### config.mk
export PLATFORM = sky130hd
export DESIGN_NAME = text_pixel_pipeline_flat
export DESIGN_NICKNAME = d
export VERILOG_FILES = /design/src/rtl/text_pixel_pipeline_if.sv /design/src/rtl/text_pixel_pipeline.sv /design/src/flat_wrapper.sv
export SDC_FILE = /design/constraint.sdc
export NUM_CORES = 1
export LEC_CHECK = 0
export BUFFER_PORTS_ARGS = -buffer_cell sky130_fd_sc_hd__buf_2
export CORE_MARGIN = 4
export CORE_UTILIZATION = 48
export DETAILED_ROUTE_END_ITERATION = 10
export GPL_ROUTABILITY_DRIVEN = 0
export PLACE_DENSITY = 0.82
export RECOVER_POWER = 50
export SETUP_SLACK_MARGIN = 0.02
export SLEW_MARGIN = 20
export SYNTH_ARGS = -nofsm -noshare
export SYNTH_HDL_FRONTEND = slang
export SYNTH_SLANG_ARGS = --single-unit
### constraint.sdc
create_clock -name pixel_clk -period 3.2 [get_ports pixel_clk]
set_input_delay 0.96 -clock pixel_clk [delete_from_list [all_inputs] [get_ports pixel_clk]]
set_output_delay 0.96 -clock pixel_clk [all_outputs]
set_load 0.02 [all_outputs]
### src/rtl/text_pixel_pipeline_if.sv
// Pixel-timing, memory and colour signals between the VGA timing side and the text renderer.
interface text_pixel_pipeline_if;
  logic [9:0]  drawX;
  logic [9:0]  drawY;
  logic        hsync_i;
  logic        vsync_i;
  logic        vde_i;
  logic [9:0]  vram_addr;
  logic [31:0] vram_rdata;
  logic [31:0] ctrl_reg;
  logic [10:0] font_addr;
  logic [7:0]  font_data;
  logic [3:0]  red;
  logic [3:0]  green;
  logic [3:0]  blue;
  logic        hsync_o;
  logic        vsync_o;
  logic        vde_o;

  modport slave (
    input  drawX, drawY, hsync_i, vsync_i, vde_i, vram_rdata, ctrl_reg, font_data,
    output vram_addr, font_addr, red, green, blue, hsync_o, vsync_o, vde_o
  );

  modport master (
    output drawX, drawY, hsync_i, vsync_i, vde_i, vram_rdata, ctrl_reg, font_data,
    input  vram_addr, font_addr, red, green, blue, hsync_o, vsync_o, vde_o
  );
endinterface

### src/rtl/text_pixel_pipeline.sv
// 3-stage text-mode renderer: VRAM word fetch, font row fetch, pixel colour select.
module text_pixel_pipeline #(
  parameter int H_VISIBLE = 640,
  parameter int V_VISIBLE = 480,
  parameter int COLS      = 80,
  parameter int ROWS      = 30
) (
  input logic pixel_clk,
  input logic arstn,
  text_pixel_pipeline_if.slave bus
);
  localparam int STAGES = 3;
  localparam int WPR    = COLS / 4;

  logic [STAGES:1] vld_pipe, hs_pipe, vs_pipe;
  logic [9:0]  vram_addr_q;
  logic [10:0] font_addr_q;
  logic [4:0]  x1;
  logic [3:0]  y1;
  logic [2:0]  x2;
  logic        inv2;
  logic [23:0] shadow;
  logic [11:0] rgb_q;

  logic        in_range;
  logic [9:0]  addr_next;
  logic [7:0]  sel_byte;
  logic        pix;

  assign in_range  = (bus.drawX < 10'(H_VISIBLE)) && (bus.drawY < 10'(V_VISIBLE));
  assign addr_next = in_range ? (10'(bus.drawY[8:4]) * 10'(WPR)) + 10'(bus.drawX[9:5]) : '0;
  // Byte 0 (bits 7:0) is the leftmost character of the word.
  assign sel_byte  = bus.vram_rdata[8*x1[4:3] +: 8];
  assign pix       = bus.font_data[3'd7 - x2] ^ inv2;

  always_ff @(posedge pixel_clk) begin
    if (!arstn) begin
      vld_pipe    <= '0;
      hs_pipe     <= '1;
      vs_pipe     <= '1;
      vram_addr_q <= '0;
      font_addr_q <= '0;
      x1          <= '0;
      y1          <= '0;
      x2          <= '0;
      inv2        <= 1'b0;
      shadow      <= '0;
      rgb_q       <= '0;
    end else begin
      vld_pipe    <= {vld_pipe[STAGES-1:1], bus.vde_i};
      hs_pipe     <= {hs_pipe[STAGES-1:1], bus.hsync_i};
      vs_pipe     <= {vs_pipe[STAGES-1:1], bus.vsync_i};
      vram_addr_q <= addr_next;
      x1          <= bus.drawX[4:0];
      y1          <= bus.drawY[3:0];
      font_addr_q <= {sel_byte[6:0], y1};
      x2          <= x1[2:0];
      inv2        <= sel_byte[7];
      // Colours only change during vertical blanking so a frame never tears.
      if (!bus.vsync_i && !bus.vde_i) shadow <= bus.ctrl_reg[24:1];
      rgb_q       <= vld_pipe[2] ? (pix ? shadow[23:12] : shadow[11:0]) : '0;
    end
  end

  assign bus.vram_addr = vram_addr_q;
  assign bus.font_addr = font_addr_q;
  assign bus.red       = rgb_q[11:8];
  assign bus.green     = rgb_q[7:4];
  assign bus.blue      = rgb_q[3:0];
  assign bus.hsync_o   = hs_pipe[STAGES];
  assign bus.vsync_o   = vs_pipe[STAGES];
  assign bus.vde_o     = vld_pipe[STAGES];
endmodule

### src/flat_wrapper.sv
// flat-port wrapper written by rule: the top's interface ports become plain ports
module text_pixel_pipeline_flat 
#(
  parameter int H_VISIBLE = 640,
  parameter int V_VISIBLE = 480,
  parameter int COLS      = 80,
  parameter int ROWS      = 30
)
  (pixel_clk, arstn, bus_drawX, bus_drawY, bus_hsync_i, bus_vsync_i, bus_vde_i, bus_vram_rdata, bus_ctrl_reg, bus_font_data, bus_vram_addr, bus_font_addr, bus_red, bus_green, bus_blue, bus_hsync_o, bus_vsync_o, bus_vde_o);
  text_pixel_pipeline_if bus_i ();
  input logic pixel_clk;
  input logic arstn;
  input wire logic [$bits(bus_i.drawX)-1:0] bus_drawX;
  input wire logic [$bits(bus_i.drawY)-1:0] bus_drawY;
  input wire logic [$bits(bus_i.hsync_i)-1:0] bus_hsync_i;
  input wire logic [$bits(bus_i.vsync_i)-1:0] bus_vsync_i;
  input wire logic [$bits(bus_i.vde_i)-1:0] bus_vde_i;
  input wire logic [$bits(bus_i.vram_rdata)-1:0] bus_vram_rdata;
  input wire logic [$bits(bus_i.ctrl_reg)-1:0] bus_ctrl_reg;
  input wire logic [$bits(bus_i.font_data)-1:0] bus_font_data;
  output wire logic [$bits(bus_i.vram_addr)-1:0] bus_vram_addr;
  output wire logic [$bits(bus_i.font_addr)-1:0] bus_font_addr;
  output wire logic [$bits(bus_i.red)-1:0] bus_red;
  output wire logic [$bits(bus_i.green)-1:0] bus_green;
  output wire logic [$bits(bus_i.blue)-1:0] bus_blue;
  output wire logic [$bits(bus_i.hsync_o)-1:0] bus_hsync_o;
  output wire logic [$bits(bus_i.vsync_o)-1:0] bus_vsync_o;
  output wire logic [$bits(bus_i.vde_o)-1:0] bus_vde_o;
  assign bus_i.drawX = bus_drawX;
  assign bus_i.drawY = bus_drawY;
  assign bus_i.hsync_i = bus_hsync_i;
  assign bus_i.vsync_i = bus_vsync_i;
  assign bus_i.vde_i = bus_vde_i;
  assign bus_i.vram_rdata = bus_vram_rdata;
  assign bus_i.ctrl_reg = bus_ctrl_reg;
  assign bus_i.font_data = bus_font_data;
  assign bus_vram_addr = bus_i.vram_addr;
  assign bus_font_addr = bus_i.font_addr;
  assign bus_red = bus_i.red;
  assign bus_green = bus_i.green;
  assign bus_blue = bus_i.blue;
  assign bus_hsync_o = bus_i.hsync_o;
  assign bus_vsync_o = bus_i.vsync_o;
  assign bus_vde_o = bus_i.vde_o;
  text_pixel_pipeline #(.H_VISIBLE(H_VISIBLE), .V_VISIBLE(V_VISIBLE), .COLS(COLS), .ROWS(ROWS)) u_core (.pixel_clk(pixel_clk), .arstn(arstn), .bus(bus_i));
endmodule
==> results of run 1 <==
## logic make-up after synthesis
group / after synthesis
simple gates: 161
flops: 79
compound gates: 47
buf+inv: 25
mux: 12
fa+ha+maj: 11
xor+xnor: 5
## cell type report
class	instances	area, µm²
timing repair buffer	127	637
clock buffer	10	138
fill	608	2630
multi-input combinational	236	1660
tap	96	120
inverter	1	3.75
sequential	79	1580
clock inverter	5	57.6
## sequential cells by signal (all words and copies together) (netlist names)
signal,flops
u_core.bus.font_addr,11
u_core.bus.vram_addr,10
u_core.hs_pipe,3
u_core.inv2,1
u_core.rgb_q,12
u_core.shadow,24
u_core.vld_pipe,3
u_core.vs_pipe,3
u_core.x1,5
u_core.x2,3
u_core.y1,4
## per-stage QoR
stage                     setup slack (ns)  hold WS [ns]  cell area, µm²  instances  util (%)
after CTS                            0.680         0.407            4210        554      61.6
after floorplan                      0.667         0.386            3390        340         -
after global placement               0.437         0.389            4010        539      58.7
after detailed placement             0.341         0.392            4010        539      58.7
final                                0.655         0.406            4200        554      61.5
after global routing                 0.374         0.421            4200        554      61.5
## cell usage after synthesis, types with 3 or more instances
cell type / n
dfxtp_1: 79
nand2_1: 62
and2_1: 30
a21boi_0: 24
nand2b_1: 18
clkbuf_1: 14
nand3_1: 14
nand4_1: 13
nand4b_1: 13
a211o_1: 12
mux4_2: 10
ha_1: 9
nor2_1: 5
a21o_1: 4
xnor2_1: 4
a21oi_1: 3
buf_6: 3
## placed cells by master (no fill, tap or decap), drive strengths merged
master | netlist | routed
buf | 6 | 124
inv | 1 | 2
ha | 9 | 9
nand4 | 13 | 13
a21boi | 24 | 24
dfxtp | 79 | 79
bufinv | 0 | 1
and3 | 1 | 1
mux2i | 2 | 2
nor2 | 5 | 5
a32o | 1 | 1
a21oi | 3 | 3
nor3 | 1 | 1
fa | 2 | 2
clkbuf | 16 | 13
nor2b | 2 | 2
nand2 | 62 | 62
o21ai | 2 | 2
nand3 | 14 | 14
xor2 | 1 | 1
a31oi | 1 | 1
mux4 | 10 | 10
and2 | 30 | 30
nand4b | 13 | 13
clkinv | 0 | 3
a21o | 4 | 4
or2 | 2 | 2
xnor2 | 4 | 4
nand2b | 18 | 18
a211o | 12 | 12
## metal layers
layer  track usage [%]  vias up  routed length [µm]  part of all wire [%]
met1              22.3     1293                3040                    40
li1                  -     1401                   -                     -
met4              7.18        4                  41                  0.54
met5                 0        -                  27                  0.36
met2              31.2      104                3790                    50
met3              6.15        6                 703                   9.3
## power by group
group | total (mW) | switching [mW] | internal [mW]
combinational | 0.274 | 0.137 | 0.137
clock | 0.718 | 0.339 | 0.379
sequential | 1.06 | 0.0328 | 1.03
## path summary, 6_finish.rpt
check,depth (start not counted),endpoint,slack [ns]
hold / removal,1,u_core.vs_pipe[3],0.41
hold reg to reg,1,u_core.vs_pipe[3],0.41
setup reg to reg,5,u_core.rgb_q[1],1.41
setup / recovery,8,u_core.bus.vram_addr[8],0.65
==> results.sh, run 1 <==
export IMPL_async_reset_ff_share_pct=0
export IMPL_cap_violations=1
export IMPL_wire_per_inst_um=13.7
export IMPL_grt_max_degree=57
export IMPL_synth_edf_count=0
export IMPL_clock_skew_ns=0.00997
export IMPL_port_buffer_count=124
export IMPL_grt_pass1_vias=2733
export IMPL_dr_first_iter_drc_count=128
export IMPL_clk_pin_slew_ns=0.08
export IMPL_synthFlopType="dfxtp_1"
export IMPL_p_leak_nw=1.84
export IMPL_grt_pass1_wl_um=12600
export IMPL_synth_avg_cell_area_um2=9.96
export IMPL_hold_viol=0
export IMPL_synth_area_um2=3390
export IMPL_cts_tree="yes"
export IMPL_antenna_found_initial=2
export IMPL_rsz0062_at_grt="false"
export IMPL_slowest_stage="fa_1"
export IMPL_insertion_delay_ns=0.33
export IMPL_synthTopCellsByArea="dfxtp_1, nand2_1, mux4_2"
export IMPL_cp_end_kind="register"
export IMPL_drive_gt1_share_pct=33.4
export IMPL_start_util_pct=49.6
export IMPL_min_delay_start="u_core.vs_pipe[2]"
export IMPL_synthesis_nets=448
export IMPL_synth_top_family_by_area="simple AND/OR/NAND/NOR gates"
export IMPL_cp_num_buf_inv=1
export IMPL_critPathLaunch="bus_drawY[5]"
export IMPL_nets=562
export IMPL_hold_buffers=0
export IMPL_slew_viol_final=57
export IMPL_synthCells=340
export IMPL_setup_viol=0
export IMPL_ys_seq_elements=79
export IMPL_via_count=2808
export IMPL_fp_row_count=30
export IMPL_critical_path_class="in2reg"
export IMPL_synthDistinctLibCells=34
export IMPL_core_area_um2=6830
export IMPL_slew_headroom_pct=-22.8
export IMPL_syn2layout_area_growth_pct=24.1
export IMPL_drtPass1Iterations=4
export IMPL_die_w_um=92.0
export IMPL_cpLargestDelayFamily="adder cells"
export IMPL_synth_area_mux_share_pct=7.61
export IMPL_netlist_area_leader_share_pct=46.7
export IMPL_post_cts_buffers=0
export IMPL_synthXorXnorAreaFrac_pct=1.29
export IMPL_grt_overflow=0
export IMPL_num_io_pins=133
export IMPL_cp_max_fo=4
export IMPL_ys_warn_count=0
export IMPL_cts_buffer_depth=2
export IMPL_antenna_cells=0
export IMPL_viasPerCell=5.07
export IMPL_drc_errors=0
export IMPL_arrival_ns=2.81
export IMPL_yosys_area_top_type="dfxtp_1"
export IMPL_routed_wl_um=7600
export IMPL_fin_tns_setup_ns=0
export IMPL_violations="max-capacitance violations, max-slew violations"
export IMPL_ir_drop_v=0.000343
export IMPL_dp_final_hpwl_um=5570
export IMPL_tightest_slew_ns=1.84
export IMPL_synth_fa_ha_area_share_pct=4.51
export IMPL_fin_crit_ns=2.55
export IMPL_cts_buffers=9
export IMPL_cts_resized=0
export IMPL_fmax_mhz=393
export IMPL_max_stage_delay_ns=0.41
export IMPL_timing_rr_start="u_core.x2[0]"
export IMPL_min_period_over_period_pct=79.5
export IMPL_hp_class="reg2reg"
export IMPL_htree_levels=3
export IMPL_grtUsageTotal_pct=18.7
export IMPL_total_power_mw=2.05
export IMPL_ys_seq_area_share_pct=46.7
export IMPL_synth_compound_area_share_pct=10.5
export IMPL_worstPathCellList="buf_2 > ha_1 > ha_1 > fa_1 > xor2_1 > nand4b_1 > or2_0 > mux2i_1"
export IMPL_synth_simple_area_share_pct=25.2
export IMPL_required_ns=3.47
export IMPL_cts_root_buffer_cell="clkbuf_8"
export IMPL_numClockSinks=79
export IMPL_powerDensity_nw_per_um2=488
export IMPL_die_height_um=92.0
export IMPL_run_status="finished, violations left"
export IMPL_worst_setup_path_start_kind="primary input"
export IMPL_path_common_cell="ha_1"
export IMPL_die_area_um2=8460
export IMPL_drtAntennaViolNets=0
Power figures use the tool's default switching activity.
==> run 2: changes to the inputs <==
--- a/config.mk
+++ b/config.mk
@@ -7,10 +7,10 @@
 export LEC_CHECK = 0
 export BUFFER_PORTS_ARGS = -buffer_cell sky130_fd_sc_hd__buf_2
 export CORE_MARGIN = 4
-export CORE_UTILIZATION = 48
+export CORE_UTILIZATION = 44
 export DETAILED_ROUTE_END_ITERATION = 10
 export GPL_ROUTABILITY_DRIVEN = 0
-export PLACE_DENSITY = 0.82
+export PLACE_DENSITY = 0.79
 export RECOVER_POWER = 50
 export SETUP_SLACK_MARGIN = 0.02
 export SLEW_MARGIN = 20
==> constraint.sdc (replaced) <==
create_clock -name pixel_clk -period 2.1 [get_ports pixel_clk]
set_input_delay 0.63 -clock pixel_clk [delete_from_list [all_inputs] [get_ports pixel_clk]]
set_output_delay 0.63 -clock pixel_clk [all_outputs]
set_load 0.02 [all_outputs]
==> run 2 against run 1 <==
  * The flow now finishes without violations
  * Non-clock buffer count increased by 9
  * Sequential share of layout area decreased by 0.96 points
  * Utilization decreased by 3.0 points
  * Sequential power increased by 51%
  * Setup slack got worse by 0.49 ns
  * Highest routed layer is now met4
==> results.sh, run 2 (same netlist as run 1, synthesis figures left out) <==
export IMPL_run_status="complete, no violations"
export IMPL_ir_drop_v=0.000370
export IMPL_min_delay_start="u_core.hs_pipe[1]"
export IMPL_post_cts_buffers=0
export IMPL_grtUsageTotal_pct=19.0
export IMPL_drtAntennaViolNets=0
export IMPL_post_route_util_pct=58.5
export IMPL_via_count=2872
export IMPL_grt_overflow=0
export IMPL_fp_row_count=31
export IMPL_clock_skew_ns=0.0112
export IMPL_die_w_um=95.7
export IMPL_rsz0062_at_grt="false"
export IMPL_critical_path_class="in2reg"
export IMPL_wl_met3_um=710
export IMPL_htree_levels=3
export IMPL_most_common_layout_cells="buf_2, dfxtp_1, nand2_1"
export IMPL_arrival_ns=2.22
export IMPL_drive_gt1_share_pct=34.2
export IMPL_wire_per_inst_um=14.2
export IMPL_drtPass1Iterations=4
export IMPL_cp_end_kind="register"
export IMPL_regMostFlops="u_core.shadow"
export IMPL_required_ns=2.38
export IMPL_highest_layer="met4"
export IMPL_largest_reg_flops=24
export IMPL_syn2layout_area_growth_pct=27.3
export IMPL_dp_final_hpwl_um=6100
export IMPL_routed_wl_um=8070
export IMPL_die_area_um2=9160
export IMPL_setup_viol=0
export IMPL_hp_class="reg2reg"
export IMPL_grt_pass1_vias=2971
export IMPL_fmax_mhz=516
export IMPL_p_leak_nw=1.86
export IMPL_cts_root_buffer_cell="clkbuf_8"
export IMPL_fin_crit_ns=1.94
export IMPL_cts_buffers=9
export IMPL_slew_headroom_pct=42.1
export IMPL_wirelength_met1_um=3220
export IMPL_timing_rr_start="u_core.x2[0]"
export IMPL_slew_viol_final=0
export IMPL_start_util_pct=45.9
export IMPL_cts_buffer_depth=2
export IMPL_drc_errors=0
export IMPL_port_buffer_count=124
export IMPL_layout_commonest_cell="buf_2"
export IMPL_nets=571
export IMPL_total_power_mw=3.16
export IMPL_antenna_found_initial=0
export IMPL_powerDensity_nw_per_um2=734
export IMPL_worst_setup_path_start_kind="primary input"
export IMPL_viasPerCell=5.07
export IMPL_tightest_slew_ns=0.868
export IMPL_numClockSinks=79
export IMPL_die_height_um=95.7
export IMPL_grt_max_degree=57
export IMPL_insertion_delay_ns=0.35
export IMPL_hold_viol=0
export IMPL_grt_pass1_wl_um=13300
export IMPL_route_met2_wl_um=3990
export IMPL_dr_first_iter_drc_count=109
export IMPL_antenna_cells=0
export IMPL_clk_pin_slew_ns=0.08
export IMPL_nFillCells=666
export IMPL_cap_violations=0
export IMPL_cts_tree="yes"
export IMPL_critPathLaunch="bus_drawY[5]"
export IMPL_num_io_pins=133
export IMPL_min_period_over_period_pct=92.3
export IMPL_core_area_um2=7370
export IMPL_cp_max_fo=3
[run 2: changes by cell type in the layout (fill, tap and decap cells not counted), sizes merged]
| cell | previous run | this run |
|---|---|---|
| inv | 2 | 1 |
| clkinvlp | 0 | 2 |
| buf | 124 | 128 |
| clkbuf | 13 | 19 |
| clkinv | 3 | 2 |
[run 2: final timing paths]
| check | to | slack, ns | depth (start not counted) |
|---|---|---|---|
| worst max-delay path | u_core.bus.vram_addr[8] | 0.16 | 8 |
| worst min-delay path | u_core.hs_pipe[2] | 0.41 | 1 |
| worst max register to register | u_core.rgb_q[8] | 0.39 | 5 |
| worst min register to register | u_core.hs_pipe[2] | 0.41 | 1 |
[run 2: layout make-up]
| type | count | area (µm²) | area share (%) |
|---|---|---|---|
| multi-input cells | 236 | 1700 | 39.4 |
| inverters | 1 | 3.75 | 0.0871 |
| well taps | 99 | 124 | 2.87 |
| repair buffers | 136 | 711 | 16.5 |
| clock buffers | 11 | 131 | 3.05 |
| flip-flops and latches | 79 | 1580 | 36.7 |
| clock inverters | 5 | 58.8 | 1.36 |
[run 2: power by group]
group          internal, mW  leakage [nW]  switching, mW  total (mW)
Sequential             1.56         0.648         0.0356        1.60
Combinational         0.236          1.12          0.236       0.472
Clock                 0.550        0.0895          0.544        1.09
Total                  2.35          1.86          0.815        3.16
[run 2: through the flow]
stage          instances  hold slack (ns)  instance area [µm²]  setup slack, ns  TNS (ns)
3_3_place_gp         551            0.391                 4130           -0.159    -0.287
4_1_cts              567            0.415                 4320            0.135         0
5_1_grt              567            0.432                 4310           0.0283         0
6_report             567            0.413                 4310            0.161         0
3_5_place_dp         551            0.396                 4130           -0.233    -0.569
2_1_floorplan        340            0.386                 3420           0.0248         0
[run 2: worst max-delay path, stage by stage]
cell      delay (ns)
buf_2           0.12
ha_4            0.24
ha_4            0.16
fa_2            0.38
xor2_2          0.19
nand4b_1        0.14
or2_0           0.24
mux2i_1         0.12
[run 2: what timing repair did]
item,CTS,global route
endpoints found under the setup margin,0,1
hold buffers,0,0
gates resized for setup,0,0
[run 2: layer usage]
| layer | vias to the layer above | global-route usage (%) |
|---|---|---|
| li1 | 1417 | - |
| met1 | 1342 | 22.6 |
| met2 | 102 | 31.6 |
| met3 | 11 | 5.79 |
| met4 | 0 | 8.18 |
| met5 | - | 0 |
==> run 3: changes to the inputs <==
--- a/config.mk
+++ b/config.mk
@@ -7,10 +7,10 @@
 export LEC_CHECK = 0
 export BUFFER_PORTS_ARGS = -buffer_cell sky130_fd_sc_hd__buf_2
 export CORE_MARGIN = 4
-export CORE_UTILIZATION = 44
+export CORE_UTILIZATION = 48
 export DETAILED_ROUTE_END_ITERATION = 10
 export GPL_ROUTABILITY_DRIVEN = 0
-export PLACE_DENSITY = 0.79
+export PLACE_DENSITY = 0.82
 export RECOVER_POWER = 50
 export SETUP_SLACK_MARGIN = 0.02
 export SLEW_MARGIN = 20
==> constraint.sdc (replaced) <==
create_clock -name pixel_clk -period 1.8 [get_ports pixel_clk]
set_input_delay 0.54 -clock pixel_clk [delete_from_list [all_inputs] [get_ports pixel_clk]]
set_output_delay 0.54 -clock pixel_clk [all_outputs]
set_load 0.02 [all_outputs]
==> run 3 against run 2 <==
  * The run now ends with negative setup slack left
  * Final cell count rose by 0.53%
  * Largest power group unchanged
  * Die area fell by 7.7%
  * Utilization rose by 6.5 points
  * Combinational power rose by 29%
  * Global-route usage rose by 0.80 points
  * Power rose by 22%
  * Sequential share of layout area fell by 1.0 points
==> results.sh, run 3 (same netlist as run 1, synthesis figures left out) <==
export IMPL_cp_end_kind="register"
export IMPL_regMostFlops="u_core.shadow"
export IMPL_nFillCells=609
export IMPL_insertion_delay_ns=0.34
export IMPL_fin_cells=570
export IMPL_slowest_stage="fa_2"
export IMPL_most_common_layout_cells="buf_2, dfxtp_1, nand2_1"
export IMPL_largest_reg_flops=24
export IMPL_run_status="finished, violations left"
export IMPL_numClockSinks=79
export IMPL_clock_skew_ns=0.0124
export IMPL_htree_levels=3
export IMPL_total_power_mw=3.86
export IMPL_tightest_slew_ns=0.824
export IMPL_antenna_cells=0
export IMPL_drive_gt1_share_pct=37.1
export IMPL_cap_violations=0
export IMPL_wire_per_inst_um=14.4
export IMPL_grt_pass1_vias=2958
export IMPL_hold_viol=0
export IMPL_drtAntennaViolNets=0
export IMPL_fin_crit_ns=1.85
export IMPL_cts_buffers=9
export IMPL_slew_headroom_pct=45.1
export IMPL_die_height_um=92.0
export IMPL_place_ws_ns=-0.465
export IMPL_required_ns=2.06
export IMPL_die_w_um=92.0
export IMPL_grt_pass1_wl_um=13400
export IMPL_grt_use_met3_pct=6.64
export IMPL_layout_commonest_cell="buf_2"
export IMPL_setup_viol=1
export IMPL_die_area_um2=8460
export IMPL_hold_buffers=0
export IMPL_start_util_pct=49.6
export IMPL_fp_row_count=30
export IMPL_fmax_mhz=540
export IMPL_via_count=2901
export IMPL_cts_buffer_depth=2
export IMPL_p_leak_nw=1.94
export IMPL_critical_path_class="in2reg"
export IMPL_clk_pin_slew_ns=0.08
export IMPL_num_io_pins=133
export IMPL_placed_cells=551
export IMPL_met1_usage_pct=23.2
export IMPL_hp_class="in2reg"
export IMPL_grtUsageTotal_pct=19.8
export IMPL_cp_max_fo=3
export IMPL_cts_tree="yes"
export IMPL_dr_first_iter_drc_count=155
export IMPL_max_stage_delay_ns=0.36
export IMPL_dp_final_hpwl_um=5960
export IMPL_powerDensity_nw_per_um2=870
export IMPL_violations="negative setup slack"
export IMPL_grt_overflow=0
export IMPL_viasPerCell=5.09
export IMPL_layout_setup_ws_ns=-0.0504
export IMPL_post_route_util_pct=65.0
export IMPL_drtPass1Iterations=5
export IMPL_syn2layout_area_growth_pct=31.1
export IMPL_routed_wl_um=8230
export IMPL_busiest_layer="met2"
export IMPL_core_area_um2=6830
export IMPL_slew_viol_final=0
export IMPL_ir_drop_v=0.000517
export IMPL_port_buffer_count=124
export IMPL_min_period_over_period_pct=103
export IMPL_path_common_cell="ha_4"
export IMPL_worst_setup_path_start_kind="primary input"
export IMPL_worstPathCellList="buf_8 > ha_4 > ha_4 > fa_2 > xor2_2 > nand4b_1 > or2_0 > mux2i_1"
export IMPL_rsz0062_at_grt="true"
export IMPL_arrival_ns=2.11
export IMPL_nets=578
export IMPL_drc_errors=0
export IMPL_cts_root_buffer_cell="clkbuf_8"
export IMPL_grt_max_degree=49
export IMPL_antenna_found_initial=0
export IMPL_grt_util_met2_pct=33.2
-- run 3: worst paths after layout --
kind / from / endpoint / slack, ns / depth (start not counted)
max reg2reg: u_core.x2[0] / u_core.rgb_q[0] / 0.13 / 5
max: bus_drawY[7] / u_core.bus.vram_addr[8] / -0.05 / 8
min: bus_hsync_i / u_core.hs_pipe[1] / 0.39 / 2
min reg2reg: u_core.vs_pipe[2] / u_core.vs_pipe[3] / 0.41 / 1
-- run 3: repair_timing --
| action | CTS | global route |
|---|---|---|
| gates resized for setup | 6 | 2 |
| setup endpoints to repair | 2 | 3 |
| cloned | 0 | 1 |
| setup buffers | 3 | 0 |
| endpoints found under the hold margin | 0 | 0 |
| pin swaps | 6 | 1 |
-- run 3: per-stage QoR --
| stage | cell area, µm² | hold WS [ns] | TNS [ns] |
|---|---|---|---|
| global placement | 4150 | 0.389 | -1.34 |
| CTS | 4410 | 0.376 | -0.0139 |
| finish | 4440 | 0.389 | -0.0504 |
| detailed placement | 4150 | 0.398 | -1.89 |
| floorplan | 3420 | 0.386 | -0.356 |
| global route | 4440 | 0.375 | -0.0883 |
-- run 3: layer usage --
metal | up-vias | share of wire, %
met5 | - | 0
li1 | 1432 | -
met2 | 120 | 48
met1 | 1335 | 41
met3 | 14 | 10
met4 | 0 | 1.8
-- run 3: power by group --
group	internal (mW)	switching, mW
registers	1.82	0.0369
clock network	0.771	0.622
logic	0.312	0.297
-- run 3: worst max-delay path, delay by kind of cell --
family	cells	cell delay (ns)
multiplexers	1	0.12
adder cells (fa/ha/maj)	3	0.76
AND/OR/NAND/NOR	2	0.39
XOR/XNOR	1	0.19
buffers and inverters	1	0.10
-- run 3: cell type report --
type / instances / area [µm²] / share of cell area, %
Timing Repair Buffer: 143 / 802 / 18.1
Clock inverter: 6 / 86.3 / 1.95
Clock buffer: 9 / 124 / 2.79
Inverter: 1 / 3.75 / 0.0846
Tap cell: 96 / 120 / 2.71
Sequential cell: 79 / 1580 / 35.7
Multi-Input combinational cell: 236 / 1720 / 38.7
